[config.mk]
export PLATFORM = sky130hd
export DESIGN_NAME = airi5c_regfile_param
export DESIGN_NICKNAME = d
export VERILOG_FILES = /design/src/rtl/airi5c_regfile_pkg.sv /design/src/rtl/airi5c_regfile_rdport.sv /design/src/rtl/airi5c_regfile_param.sv
export SDC_FILE = /design/constraint.sdc
export NUM_CORES = 2
export LEC_CHECK = 0
export CORE_ASPECT_RATIO = 1.2
export CORE_MARGIN = 2
export CORE_UTILIZATION = 50
export DETAILED_ROUTE_END_ITERATION = 16
export GPL_ROUTABILITY_DRIVEN = 0
export PLACE_DENSITY_LB_ADDON = 0.05
export SYNTH_ARGS = -nofsm -noshare
export SYNTH_HDL_FRONTEND = slang
export SYNTH_SLANG_ARGS = --single-unit
[constraint.sdc]
create_clock -name clk_i -period 5.6 [get_ports clk_i]
set_input_delay 1.12 -clock clk_i [delete_from_list [all_inputs] [get_ports clk_i]]
set_output_delay 1.12 -clock clk_i [all_outputs]
set_load 0.05 [all_outputs]
[src/rtl/airi5c_regfile_pkg.sv]
// Shared constants for the parametrised integer register file.
package airi5c_regfile_pkg;

  // Sequencer states: the array is filled in INIT, normal operation in RUN
  localparam logic [0:0] ST_INIT = 1'b0;
  localparam logic [0:0] ST_RUN  = 1'b1;

  // Register i comes out of init holding INIT_BASE + i
  localparam logic [31:0] INIT_BASE_DEFAULT = 32'hdeadbe00;

  // Register address width for a given register count
  function automatic int addr_width(input int nregs);
    return $clog2(nregs);
  endfunction

endpackage

[src/rtl/airi5c_regfile_rdport.sv]
// One core read port: x0 forced to zero, pending-buffer forward, optional write bypass.
module airi5c_regfile_rdport
  import airi5c_regfile_pkg::*;
#(
  parameter int XLEN   = 32,
  parameter int AW     = 5,
  parameter int BYPASS = 1
) (
  input  logic [AW-1:0]   ra,
  input  logic [XLEN-1:0] arr_d,
  input  logic            p0_v,
  input  logic [AW-1:0]   p0_a,
  input  logic [XLEN-1:0] p0_d,
  input  logic            p1_v,
  input  logic [AW-1:0]   p1_a,
  input  logic [XLEN-1:0] p1_d,
  input  logic            b0_v,
  input  logic [AW-1:0]   b0_a,
  input  logic [XLEN-1:0] b0_d,
  input  logic            b1_v,
  input  logic [AW-1:0]   b1_a,
  input  logic [XLEN-1:0] b1_d,
  output logic [XLEN-1:0] rd
);

  // Newest value wins: pending buffer, then same-cycle commit, then the array
  always_comb begin
    rd = arr_d;
    if (ra == '0)
      rd = '0;
    else if (p0_v && (p0_a == ra))
      rd = p0_d;
    else if (p1_v && (p1_a == ra))
      rd = p1_d;
    else if ((BYPASS != 0) && b0_v && (b0_a == ra))
      rd = b0_d;
    else if ((BYPASS != 0) && b1_v && (b1_a == ra))
      rd = b1_d;
  end

endmodule

[src/rtl/airi5c_regfile_param.sv]
// Parametrised register file with init sequencer, pending write buffer and bypass.
module airi5c_regfile_param
  import airi5c_regfile_pkg::*;
#(
  parameter int          XLEN      = 32,
  parameter int          NREGS     = 32,
  parameter int          AW        = addr_width(NREGS),
  parameter int          NRPORTS   = 3,
  parameter int          BYPASS    = 1,
  parameter logic [31:0] INIT_BASE = INIT_BASE_DEFAULT
) (
  input  logic                    clk_i,
  input  logic                    rst_ni,
  output logic                    init_busy_o,
  input  logic [NRPORTS*AW-1:0]   ra_i,
  output logic [NRPORTS*XLEN-1:0] rd_o,
  input  logic                    wen_i,
  output logic                    wready_o,
  input  logic [AW-1:0]           wa_i,
  input  logic [XLEN-1:0]         wd_i,
  input  logic [XLEN-1:0]         wd2_i,
  input  logic                    use_rd64_i,
  output logic                    illegal_o,
  input  logic [AW-1:0]           dm_wara_i,
  input  logic [XLEN-1:0]         dm_wd_i,
  input  logic                    dm_wen_i,
  output logic [XLEN-1:0]         dm_rd_o
);

  logic [XLEN-1:0] regs [NREGS];

  logic [0:0]      state;
  logic [AW-1:0]   cnt;
  logic            pend_v;
  logic [AW-1:0]   pend_a;
  logic [XLEN-1:0] pend_d;
  logic [XLEN-1:0] pend_d2;
  logic            pend_pair;

  logic            accept;
  logic            core_commit;
  logic            core_lo_en;
  logic            core_hi_en;
  logic [AW-1:0]   core_hi_a;
  logic            pend_lo_en;
  logic            pend_hi_en;
  logic [AW-1:0]   pend_hi_a;

  logic            w0_en;
  logic [AW-1:0]   w0_a;
  logic [XLEN-1:0] w0_d;
  logic            w1_en;
  logic [AW-1:0]   w1_a;
  logic [XLEN-1:0] w1_d;

  assign init_busy_o = (state == ST_INIT);
  assign wready_o    = (state == ST_RUN) && !pend_v;
  assign accept      = wen_i && wready_o;
  assign core_commit = accept && !dm_wen_i;

  // A pair to an odd address writes nothing; the high half of a legal pair is addr|1
  assign core_lo_en = !use_rd64_i || !wa_i[0];
  assign core_hi_en = use_rd64_i && !wa_i[0];
  assign core_hi_a  = {wa_i[AW-1:1], 1'b1};
  assign pend_lo_en = !pend_pair || !pend_a[0];
  assign pend_hi_en = pend_pair && !pend_a[0];
  assign pend_hi_a  = {pend_a[AW-1:1], 1'b1};

  // Select at most one write source per cycle; x0 writes are dropped here
  always_comb begin
    w0_en = 1'b0;
    w0_a  = '0;
    w0_d  = '0;
    w1_en = 1'b0;
    w1_a  = '0;
    w1_d  = '0;
    if (!rst_ni) begin
      w0_en = 1'b0;
    end else if (state == ST_INIT) begin
      w0_en = 1'b1;
      w0_a  = cnt;
      w0_d  = XLEN'(INIT_BASE) + XLEN'(cnt);
    end else if (dm_wen_i) begin
      w0_en = 1'b1;
      w0_a  = dm_wara_i;
      w0_d  = dm_wd_i;
    end else if (pend_v) begin
      w0_en = pend_lo_en;
      w0_a  = pend_a;
      w0_d  = pend_d;
      w1_en = pend_hi_en;
      w1_a  = pend_hi_a;
      w1_d  = pend_d2;
    end else if (accept) begin
      w0_en = core_lo_en;
      w0_a  = wa_i;
      w0_d  = wd_i;
      w1_en = core_hi_en;
      w1_a  = core_hi_a;
      w1_d  = wd2_i;
    end
    if (w0_a == '0) w0_en = 1'b0;
    if (w1_a == '0) w1_en = 1'b0;
  end

  // Array update; no reset so the storage can map onto RAM
  always_ff @(posedge clk_i) begin
    if (w0_en) regs[w0_a] <= w0_d;
    if (w1_en) regs[w1_a] <= w1_d;
  end

  // Sequencer, pending buffer and illegal-pair pulse
  always_ff @(posedge clk_i) begin
    if (!rst_ni) begin
      state     <= ST_INIT;
      cnt       <= AW'(1);
      pend_v    <= 1'b0;
      illegal_o <= 1'b0;
    end else begin
      illegal_o <= accept && use_rd64_i && wa_i[0];
      if (state == ST_INIT) begin
        cnt <= cnt + AW'(1);
        if (cnt == AW'(NREGS - 1)) state <= ST_RUN;
      end else if (pend_v) begin
        if (!dm_wen_i) pend_v <= 1'b0;
      end else if (accept && dm_wen_i) begin
        pend_v    <= 1'b1;
        pend_a    <= wa_i;
        pend_d    <= wd_i;
        pend_d2   <= wd2_i;
        pend_pair <= use_rd64_i;
      end
    end
  end

  assign dm_rd_o = (dm_wara_i == '0) ? '0 : regs[dm_wara_i];

  for (genvar k = 0; k < NRPORTS; k++) begin : g_rd
    logic [XLEN-1:0] arr_d;
    assign arr_d = regs[ra_i[k*AW +: AW]];

    airi5c_regfile_rdport #(
      .XLEN   (XLEN),
      .AW     (AW),
      .BYPASS (BYPASS)
    ) u_rdport (
      .ra    (ra_i[k*AW +: AW]),
      .arr_d (arr_d),
      .p0_v  (pend_v && pend_lo_en),
      .p0_a  (pend_a),
      .p0_d  (pend_d),
      .p1_v  (pend_v && pend_hi_en),
      .p1_a  (pend_hi_a),
      .p1_d  (pend_d2),
      .b0_v  (core_commit && core_lo_en),
      .b0_a  (wa_i),
      .b0_d  (wd_i),
      .b1_v  (core_commit && core_hi_en),
      .b1_a  (core_hi_a),
      .b1_d  (wd2_i),
      .rd    (rd_o[k*XLEN +: XLEN])
    );
  end

endmodule

==> run metrics <==
share of layout cells above drive strength 1 25.53%; top cells by area, synth edfxtp_1 (41%), mux4_2 (21%), mux2i_1 (16%), a22oi_1 (4.5%), inv_1 (2.6%); first-pass GRT wire length 530.4 mm; Least-Margin Pin Slew 1.418 ns; Synth Instances 6,289; WP data required 4.48 ns; area leader, netlist edfxtp_1; Ys Warns 0; first-pass detailed-route iteration total 9; CTS Buffer Depth 3; post-CTS setup buffer count 0; total number of vias 67,936; Post-Synth Adder-Cell Area 0.03152%; clock latency at the later pin of the worst-skew pair 0.83 ns; critical path type primary input to primary output; worst hold-check path type flip-flop to flip-flop; RSZ-0062 raised after global routing false; Num CTS Buffers 130; Max stage delay on crit path 0.70 ns; Slew Limit Fails 0; CP Max Fanout 19; CP endpoint kind primary output; DRT Wirelength 392.7 mm; commonest cells in the netlist mux2i_1 (1,257), edfxtp_1 (1,094), mux4_2 (730); largest family of logic cells by synthesized area multiplexers; # clock sinks 1,102; Hold Violations, Final 0; largest net degree at the start of global routing 77; simple-gate portion of the synthesized area 4.519%; Placement Cell Area 87,740 um2; Critical Path AT 4.79 ns; area share of the largest cell type after synthesis 41.38%; clock skew 0.02623 ns; Design Area, Final 91,970 um2; Async SR Flop Fraction 0%; sequential fraction of the synthesis area 41.58%; most frequent cell after synthesis mux2i_1; Unique masters post-synth 72; Fill cells 13,021; flops & latches, synth 1,102; CTS tree yes; number of global-route vias before repair 64,970; Mapped Area 79,390 um2; Buffers on Ports 256; Die Y 440.5 um; DRC 0; Post-synth EDFFs 1,094; Leak Pwr 35.02 nW; Core Area 158,200 um2; most used cell, CP buf_4; DR vias/cell 7.786; H-tree levels 4; initial antenna violation count 19; failing checks setup timing; DR WL/cell 45.01 um; Worst-path clk slew 0.06 ns; nets@finish 6,634; multiplexer share of the synthesized area 36.60%; Slowest cell on crit path nor4_2; Post-Synth XOR/XNOR Area 0.2979%; main flop type after synthesis edfxtp_1; P&R area growth vs syn 15.85%; Tot GR Track Use 47.68%; Synth Area in Compound Gates 10.54%; status finished, violations left; Tmin final 5.914 ns; gr ovfl total 0; Max-Cap Viols 0; syn_area_per_cell 12.62 um2; Detail Route Antenna Nets 0; Initial DRC Count 13,062; Initial Util 50.20%; max_slew headroom 4.855%; CTS Root Cell clkbuf_16; CP Launch Type primary input; Max Clock Freq 0.1691 GHz; VDD IR max 339.6 uV; R2R Setup Slk 1.47 ns; Final WS setup -0.3145 ns; die area 162,000 um2; Setup-failing EPs final 11; Ports 257; Rows 160; total power 22.16 mW; Tcrit/Tclk final 105.6%; placed wire-length estimate 257.5 mm; PD cells 240.9 nW/um2; Die X 367.8 um; crit-path cells buf_4 > nor2b_4 > buf_12 > buf_4 > a22oi_1 > a21oi_1 > nor4_2 > buf_4 > a21oi_1 > o22ai_1 > buf_12
## kinds of logic (layout without fill, tap and decap cells)
group | after synthesis | in the layout
DFF | 1102 | 1102
and+or+nand+nor | 751 | 751
AOI/OAI and AO/OA | 1167 | 1167
muxes | 1990 | 1990
xor gates and xnor gates | 27 | 27
adders and majority gates | 2 | 2
other | 1 | 51
buffers and inverters | 1249 | 1529
## routing by layer
metal	vias to the layer above	GRT usage, %	wire (um)
li1	25414	-	-
met1	33803	54.63	121500
met2	6720	70.10	169200
met3	1983	15.58	54030
met4	16	45.75	47900
met5	-	0.08876	98
## power by group
group	internal (mW)	leakage (nW)	switching, mW
Sequential	9.11	9.70	0.0620
Combinational	1.65	23.3	2.76
Clock	4.86	1.99	3.72
## worst paths after layout
check	start	to	cells past startpoint
setup / recovery	ra_i[0]	rd_o[25]	11
hold / removal	cnt[0]	cnt[0]	2
setup reg to reg	state	regs[31][19]	7
hold reg to reg	cnt[0]	cnt[0]	2
## repair_timing
item	4_1_cts	5_1_grt
hold buffers	0	0
endpoints found under the setup margin	6	4
pin swaps	0	0
gates resized for setup	6	4
## critical path: cells and delay by family
| family | cells | cell delay (ns) |
|---|---|---|
| and+or+nand+nor | 2 | 0.97 |
| buffers and inverters | 5 | 1.42 |
| AOI/OAI and AO/OA | 4 | 1.18 |
## placed cells by master (no fill, tap or decap), drive strengths merged, types with 6 or more instances in the layout
cell / instances
mux2i: 1257
edfxtp: 1094
mux4: 730
buf: 623
inv: 564
a22oi: 473
nand2: 325
a21oi: 167
clkbuf: 165
nand3: 133
clkdlybuf4s50: 121
o21ai: 102
nor2: 98
a22o: 76
o22ai: 74
a221oi: 54
a31oi: 46
o221ai: 41
clkinv: 41
nand4: 36
conb: 32
and3: 31
o221a: 27
nor3: 27
a211oi: 27
nor4: 27
a221o: 23
xor2: 21
nor2b: 21
a21o: 20
diode: 19
nand2b: 16
o211a: 9
bufinv: 9
or2: 8
dfxtp: 8
and2: 8
o21bai: 7
xnor2: 6
clkinvlp: 6
## final cells by class
class	instances	area (um2)	area share, %
clock inverters	61	606.8	0.6598
repair buffers	744	7985	8.682
flip-flops and latches	1102	33010	35.90
inverters	559	2098	2.281
multi-input cells	3969	42070	45.75
diodes	19	47.55	0.05170
clock buffers	165	3512	3.819
well taps	2106	2635	2.865
## metrics by stage
| stage | utilization (%) | std cells | setup WS (ns) | setup TNS, ns | hold WS [ns] |
|---|---|---|---|---|---|
| 2_1_floorplan | - | 6320 | 0.007830 | 0 | 0.4800 |
| 3_3_place_gp | 55.46 | 8479 | -0.6093 | -2.447 | 0.5035 |
| 3_5_place_dp | 55.48 | 8480 | -0.3198 | -0.8319 | 0.5145 |
| 4_1_cts | 58.11 | 8706 | 0.04752 | 0 | 0.5275 |
| 5_1_grt | 58.13 | 8708 | 0.03682 | 0 | 0.5904 |
| 6_report | 58.16 | 8725 | -0.3145 | -0.9188 | 0.5365 |
## registers in the layout (all words and copies together), names as in the netlist
register   count
pend_v         1
illegal_o      1
cnt            5
pend_pair      1
regs        1024
pend_a         5
pend_d        32
state          1
pend_d2       32
No activity file was read; power rests on OpenSTA's default activity.
